==> src/rtl/uart_rx_core.sv <==
// uart_rx_core
//   Serial receiver for 8-bit UART frames. A frame is 1 start bit, 8 data bits
//   sent LSB first, 1 even-parity bit and one or more stop bits. Each bit is
//   sampled at its midpoint. Only bytes with good parity and a good stop bit are
//   published.
//
// Ports
//   clk          rising-edge system clock
//   reset        asynchronous, active-high reset
//   rx_i         serial receive line (idle high, asynchronous to clk)
//   reset_ready  level-high clear of ready (sampled on clk)
//   data         last good received byte
//   ready        sticky "new byte available" flag
//   tx_o         serial transmit line (idle high)
//
// Build option
//   UART_RX_ECHO_EN : when defined, every committed byte is echoed on tx_o with
//                     the same framing and 2 stop bits. A byte committed while
//                     the echo is still busy is dropped. When undefined, tx_o is
//                     tied high.
`timescale 1ns/1ps
module uart_rx_core #(
  parameter int CLKS_PER_BIT = 20
) (
  input  logic       clk,
  input  logic       reset,
  input  logic       rx_i,
  input  logic       reset_ready,
  output logic [7:0] data,
  output logic       ready,
  output logic       tx_o
);

  localparam int CNT_W = $clog2(CLKS_PER_BIT);
  localparam logic [CNT_W-1:0] CNT_MID  = CNT_W'(CLKS_PER_BIT / 2 - 1);
  localparam logic [CNT_W-1:0] CNT_LAST = CNT_W'(CLKS_PER_BIT - 1);

  typedef enum logic [2:0] {
    S_IDLE   = 3'd0,
    S_START  = 3'd1,
    S_DATA   = 3'd2,
    S_PARITY = 3'd3,
    S_STOP   = 3'd4
  } state_t;

  // Even parity: the parity bit makes the count of ones in the frame even.
  function automatic logic even_par(input logic [7:0] b);
    return ^b;
  endfunction

  state_t           state_q, state_d;
  logic             rx_meta_q, rx_sync_q;
  logic [CNT_W-1:0] cnt_q, cnt_d;
  logic [2:0]       bit_idx_q, bit_idx_d;
  logic [7:0]       shift_q, shift_d;
  logic             par_err_q, par_err_d;
  logic             commit_q, commit_d;
  logic [7:0]       data_q, data_d;
  logic             ready_q, ready_d;

  // Two-flop synchronizer for the asynchronous rx line (resets to idle level).
  always_ff @(posedge clk or posedge reset) begin
    if (reset) begin
      rx_meta_q <= 1'b1;
      rx_sync_q <= 1'b1;
    end else begin
      rx_meta_q <= rx_i;
      rx_sync_q <= rx_meta_q;
    end
  end

  // Receive FSM next-state: cnt times mid-bit samples, commit pulses one clk later.
  always_comb begin
    state_d   = state_q;
    cnt_d     = cnt_q;
    bit_idx_d = bit_idx_q;
    shift_d   = shift_q;
    par_err_d = par_err_q;
    commit_d  = 1'b0;
    case (state_q)
      S_IDLE: begin
        cnt_d     = '0;
        bit_idx_d = 3'd0;
        if (!rx_sync_q) begin
          state_d = S_START;
        end else begin
          state_d = S_IDLE;
        end
      end
      S_START: begin
        // Half a bit in: a line that is high again was only a glitch.
        if (cnt_q == CNT_MID) begin
          cnt_d = '0;
          if (rx_sync_q) begin
            state_d = S_IDLE;
          end else begin
            state_d = S_DATA;
          end
        end else begin
          cnt_d = cnt_q + 1'b1;
        end
      end
      S_DATA: begin
        if (cnt_q == CNT_LAST) begin
          cnt_d     = '0;
          shift_d   = {rx_sync_q, shift_q[7:1]};
          bit_idx_d = bit_idx_q + 3'd1;
          if (bit_idx_q == 3'd7) begin
            state_d = S_PARITY;
          end else begin
            state_d = S_DATA;
          end
        end else begin
          cnt_d = cnt_q + 1'b1;
        end
      end
      S_PARITY: begin
        if (cnt_q == CNT_LAST) begin
          cnt_d     = '0;
          par_err_d = rx_sync_q ^ even_par(shift_q);
          state_d   = S_STOP;
        end else begin
          cnt_d = cnt_q + 1'b1;
        end
      end
      S_STOP: begin
        // A low stop bit (framing error) or a parity error discards the byte.
        if (cnt_q == CNT_LAST) begin
          cnt_d    = '0;
          commit_d = rx_sync_q & ~par_err_q;
          state_d  = S_IDLE;
        end else begin
          cnt_d = cnt_q + 1'b1;
        end
      end
      default: begin
        state_d = S_IDLE;
        cnt_d   = '0;
      end
    endcase
  end

  // Output next-state: a commit beats a simultaneous reset_ready.
  always_comb begin
    data_d  = data_q;
    ready_d = ready_q;
    if (commit_q) begin
      data_d  = shift_q;
      ready_d = 1'b1;
    end else if (reset_ready) begin
      ready_d = 1'b0;
    end else begin
      ready_d = ready_q;
    end
  end

  // Receive state and output registers.
  always_ff @(posedge clk or posedge reset) begin
    if (reset) begin
      state_q   <= S_IDLE;
      cnt_q     <= '0;
      bit_idx_q <= 3'd0;
      shift_q   <= 8'h00;
      par_err_q <= 1'b0;
      commit_q  <= 1'b0;
      data_q    <= 8'h00;
      ready_q   <= 1'b0;
    end else begin
      state_q   <= state_d;
      cnt_q     <= cnt_d;
      bit_idx_q <= bit_idx_d;
      shift_q   <= shift_d;
      par_err_q <= par_err_d;
      commit_q  <= commit_d;
      data_q    <= data_d;
      ready_q   <= ready_d;
    end
  end

  assign data  = data_q;
  assign ready = ready_q;

`ifdef UART_RX_ECHO_EN
  logic             tx_busy_q, tx_busy_d;
  logic             tx_q, tx_d;
  logic [10:0]      tx_shift_q, tx_shift_d;
  logic [3:0]       tx_left_q, tx_left_d;
  logic [CNT_W-1:0] tx_cnt_q, tx_cnt_d;

  // Echo transmitter next-state: tx_q is the bit on the line, tx_shift_q holds the
  // bits still to go and tx_left_q counts them.
  always_comb begin
    tx_busy_d  = tx_busy_q;
    tx_d       = tx_q;
    tx_shift_d = tx_shift_q;
    tx_left_d  = tx_left_q;
    tx_cnt_d   = tx_cnt_q;
    if (tx_busy_q) begin
      if (tx_cnt_q == CNT_LAST) begin
        tx_cnt_d = '0;
        if (tx_left_q == 4'd0) begin
          tx_busy_d = 1'b0;
          tx_d      = 1'b1;
        end else begin
          tx_d       = tx_shift_q[0];
          tx_shift_d = {1'b1, tx_shift_q[10:1]};
          tx_left_d  = tx_left_q - 4'd1;
        end
      end else begin
        tx_cnt_d = tx_cnt_q + 1'b1;
      end
    end else if (commit_q) begin
      // Start bit goes out now; data, parity and two stop bits are queued behind it.
      tx_busy_d  = 1'b1;
      tx_d       = 1'b0;
      tx_shift_d = {2'b11, even_par(shift_q), shift_q};
      tx_left_d  = 4'd11;
      tx_cnt_d   = '0;
    end else begin
      tx_d = 1'b1;
    end
  end

  // Echo transmitter registers.
  always_ff @(posedge clk or posedge reset) begin
    if (reset) begin
      tx_busy_q  <= 1'b0;
      tx_q       <= 1'b1;
      tx_shift_q <= 11'h7FF;
      tx_left_q  <= 4'd0;
      tx_cnt_q   <= '0;
    end else begin
      tx_busy_q  <= tx_busy_d;
      tx_q       <= tx_d;
      tx_shift_q <= tx_shift_d;
      tx_left_q  <= tx_left_d;
      tx_cnt_q   <= tx_cnt_d;
    end
  end

  assign tx_o = tx_q;
`else
  assign tx_o = 1'b1;
`endif

endmodule

==> config.mk <==
export PLATFORM = sky130hd
export DESIGN_NAME = uart_rx_core
export DESIGN_NICKNAME = d
export VERILOG_FILES = /design/src/rtl/uart_rx_core.sv
export SDC_FILE = /design/constraint.sdc
export NUM_CORES = 1
export LEC_CHECK = 0
export CAP_MARGIN = 30
export CELL_PAD_IN_SITES_DETAIL_PLACEMENT = 2
export CELL_PAD_IN_SITES_GLOBAL_PLACEMENT = 2
export CORE_MARGIN = 2
export CORE_UTILIZATION = 38
export CTS_CLUSTER_SIZE = 14
export DETAILED_ROUTE_END_ITERATION = 7
export PLACE_DENSITY = 0.8
export SYNTH_ARGS = -nofsm -noshare
export SYNTH_HDL_FRONTEND = slang
export SYNTH_SLANG_ARGS = --single-unit
==> constraint.sdc <==
create_clock -name clk -period 2.2 [get_ports clk]
set_input_delay 0.22 -clock clk [delete_from_list [all_inputs] [get_ports clk]]
set_output_delay 0.22 -clock clk [all_outputs]
set_load 0.03 [all_outputs]
# Yosys cells after proc, flatten, opt, wreduce, memory -nomap -nowiden
# Cells that the tools add are included.
# op_classes
reduce_logical	9
n_eq_ne	11
addsub	2
bitwise	3
mux	17
# op_table
operator	n
$mux W3	5
$pmux W3 S5	1
$mux W5	2
$pmux W5 S2	1
$ne A2 B2 Y1 const B	4
$reduce_xor A8 Y1	1
$eq A3 B2 Y1 const B	2
$eq A3 B3 Y1 const B	2
$mux W1	6
$pmux W3 S2	1
$reduce_and A2 Y1	3
$add A5 B1 Y5 const B	1
$eq A5 B4 Y1 const B	1
$eq A5 B5 Y1 const B	1
$reduce_and A4 Y1	1
$reduce_bool A2 Y1	2
$add A3 B1 Y3 const B	1
$eq A3 B1 Y1 const B	1
$logic_not A3 Y1	1
$reduce_or A3 Y1	1
$mux W2	1
$and A1 B1 Y1	1
$not A1 Y1	1
$xor A1 B1 Y1	1
# word_totals
register_bits	32
word_cells	52
out_inout_bits	10
inputBits	4

# Logic depth before layout (Yosys ltp)
# depth
ltp_word	4
mapped_depth	6
mapped_depth_nobuf	6

# Worst setup path after synthesis
# OpenSTA, ideal clock, no wires.
# synth_timing
kind	register -> register
start	reg cnt_q[0]
end	reg par_err_q
n_path_buf	0
required_time_ns	2.075
setup_ns	0.125
setup_slack_ns	0.623
period_less_slack_ns	1.577
stages_incl_launch_ff	5
arrival_ns	1.452
cell_sequence	dfrtp_1 -> ha_1 -> and4bb_2 -> and4_1 -> mux2_2
# synth_via
elab_chain_cells	2
# synth_rtl
item	line	text
start, declared	53	logic [CNT_W-1:0] cnt_q, cnt_d;
start signal, assigned	170	cnt_q <= cnt_d;
$eq A5 B5 Y1	118	if (cnt_q == CNT_LAST) begin
$reduce_and A2 Y1 (no line)	--	
end signal, assigned	173	par_err_q <= par_err_d;
end, declared	56	logic par_err_q, par_err_d;
# Every way passes these cells.
# A chain may end at the register's enable or synchronous reset.

# Worst setup path in the final report
# layout_timing
start	reg cnt_q[0]
end	reg cnt_q[3]
# layout_via
elab_chain_cells	3
elab_cells_between_ends	6
classes_between	1 x add/sub; 2 x eq/ne; 3 x mux
# layout_rtl
item	line	text
$add A5 B1 Y5, or another cell as far along	--	
$mux W5 (on tied branches)	--	
$pmux W5 S2 (*)	80	case (state_q)
via cnt_d[3]	53	
# Mark *: on every way through the listed nets, which the timed path passes. The rest lies on a longest branch.

==> impl_metrics.toml <==
[drt]
vias = 914
route.antenna.remaining_nets = 0
drcViolationCount = 0
vias_per_cell = 5.13
first_iter_violations = 25
drt-total-wl_mm = 2.97
wl_per_cell_um = 16.7
dr.pass1.iters = 3

[worst_hold_path]
hold_path_class = "in -> async"

[floorplanning]
die_area_um2 = 4450
die_w_um = 66.7
io_pins = 14
start_util_pct = 40.2
core_area_um2 = 3720
die_y_um = 66.7
num_rows = 22

[layout]
layout_commonest_cell = "dfrtp_1"
final_cell_mix = "dfrtp_1 (30), mux2_2 (15), clkdlybuf4s50_1 (12)"
num-nets-final = 137
nFillCells = 369
antenna_cells = 0
drive_above_1_share_pct = 25.4
areaGrowthSynthToFinish_pct = 17.7
instances_no_fill = 178
regArea_um2 = 803
multiInputGateArea_um2 = 631

[clock_tree]
clk_latency_ps = 290
clkSinkCount = 32
ctsResizeCount = 0
root_buffer = "clkbuf_8"
cts_tree = "done"
h-tree-depth = 2
cts.path.max_buffers = 2
clkTransAtPathRegs_ps = 60
postCtsSetupBuffers = 0
cts_buffers = 5
cts-hold-fix-buffers = 0

[logic_synthesis]
async_flop_share_pct = 100
syn-num-nets = 123
synth.top_cells.by_area = "dfrtp_1 (50%), mux2_2 (11%), dfstp_2 (3.5%)"
netlist_instances = 115
synth_top_area_share_pct = 50.3
synth_area_um2 = 1490
synth-seq-cells = 32
yosys.cell_types.count = 36
yosys.area.top_type = "dfrtp_1"
avgSynthCellArea_um2 = 13.0
synth_seq_area_share_pct = 53.8
synth_edf_count = 0
yosys_warnings = 0
synth_flop_cell = "dfrtp_1"

[global_routing]
grt_max_degree = 21
grt_usage_pct = 16.9
grt_antenna_before_repair = 0
grt_overflow = 0
grt_pass1_vias = 1009
grt_pass1_wl_mm = 5.33

[critical_path]
critical_path_arrival_ps = 1910
start_kind = "flop"
cp-end-kind = "flop"
path_max_fanout = 5
path_class = "reg -> reg"
worst_ep_required_time_ps = 2350

[timing]
tightest_slew_ps = 533
finalSetupViolCount = 0
grt_setup_unrepaired = "no"
slew_headroom_pct = 64.4
hold_viol_final = 0
setup_tns_ps = 0
fin_crit_ps = 1760
fin_crit_sh_pct = 79.8
fin_skew_ps = 6.25
timing.fmax_ghz = 0.569
finalWorstSetupSlack_ps = 444
drv_slew = 0

[place]
placed_cells_incl_taps = 170
place.gp.congestion = 0.721
port_buffers = 12
dp_hpwl_mm = 2.11
dp_slack_ps = 453

[pwr]
ir_worst_vdd_uv = 525
power.density_nw_per_um2 = 842
static-leakage-power_nw = 0.830

[outcome]
outcome = "finished, final reports clean"

[flow_run]
maxCapViolations = 0
-- kinds of logic (layout without fill, tap and decap cells) --
group | count (synthesis) | count (layout) | share of synthesized area, %
buf+inv | 12 | 27 | 3.94
xor+xnor | 10 | 10 | 6.79
compound gates | 13 | 13 | 6.45
mux | 17 | 17 | 13.3
other cells | 1 | 1 | 0.251
simple gates | 26 | 26 | 12.1
flops | 32 | 32 | 53.8
fa+ha+maj | 4 | 4 | 3.35
-- final timing paths --
kind                       cells after the start             endpoint                 from  slack [ps]
setup / recovery                               5   cnt_q[3]$_DFF_PP0_   cnt_q[0]$_DFF_PP0_         440
hold / removal                                 2   cnt_q[2]$_DFF_PP0_                reset         270
setup reg to reg                               5   cnt_q[3]$_DFF_PP0_   cnt_q[0]$_DFF_PP0_         440
hold reg to reg                                0  rx_sync_q$_DFF_PP1_  rx_meta_q$_DFF_PP1_         360
max in group asynchronous                      3  data[4]$_DFFE_PP0P_                reset        1440
min in group clk                               1  rx_meta_q$_DFF_PP1_                 rx_i         350
-- per-stage QoR --
step | area [µm²] | hold slack (ps) | utilization [%] | power [W]
6_report | 1760 | 275 | 47.3 | 0.00148
5_1_grt | 1760 | 304 | 47.3 | 0.00156
4_1_cts | 1760 | 295 | 47.3 | 0.00149
3_5_place_dp | 1660 | 349 | 44.6 | 0.000990
3_3_place_gp | 1660 | 347 | 44.6 | 0.000965
2_1_floorplan | 1490 | 224 | - | 0.000929
-- routing by layer --
metal / global-route usage, % / vias up / part of all wire (%)
met1: 23.0 / 471 / 47
li1: - / 425 / -
met5: 0 / - / 0
met4: 7.65 / 0 / 2.1
met2: 24.1 / 12 / 48
met3: 5.57 / 6 / 3.4
-- sequential cells by signal, summed over array words and instances (netlist names) --
register	flops
cnt_q	5
par_err_q	1
bit_idx_q	3
rx_meta_q	1
state_q	3
ready	1
data	8
shift_q	8
commit_q	1
rx_sync_q	1
-- where the power goes --
group	total, W	switching [W]	leakage (nW)	internal, W
sequential	0.000751	0.000109	0.428	0.000642
clock	0.000495	0.000210	0.0515	0.000285
combinational	0.000232	0.000126	0.351	0.000106
total	0.00148	0.000445	0.830	0.00103
-- synth_stat cells, types with 2 or more instances --
cell       n
dfrtp_1   30
xor2_1     3
mux2_4     2
clkbuf_1   2
xnor2_1    6
dfstp_2    2
nand3_1    3
mux2_2    15
inv_1      6
o21ai_0    5
nor2_1    11
a311oi_1   2
buf_2      2
ha_1       4
-- worst max-delay path: stages (launching register included) --
cell and delay [ps]:
dfrtp_1 390, ha_1 330, and4bb_2 330, nor2_1 70
a211oi_2 400, nor2_1 100
-- area by class of cell --
cell class / instances / share of cell area, %
Timing Repair Buffer: 13 / 7.98
Tap cell: 48 / 3.42
Clock buffer: 8 / 5.70
Multi-Input combinational cell: 71 / 35.9
Inverter: 6 / 1.28
Sequential cell: 32 / 45.7
No activity file was read; power rests on OpenSTA's default activity.
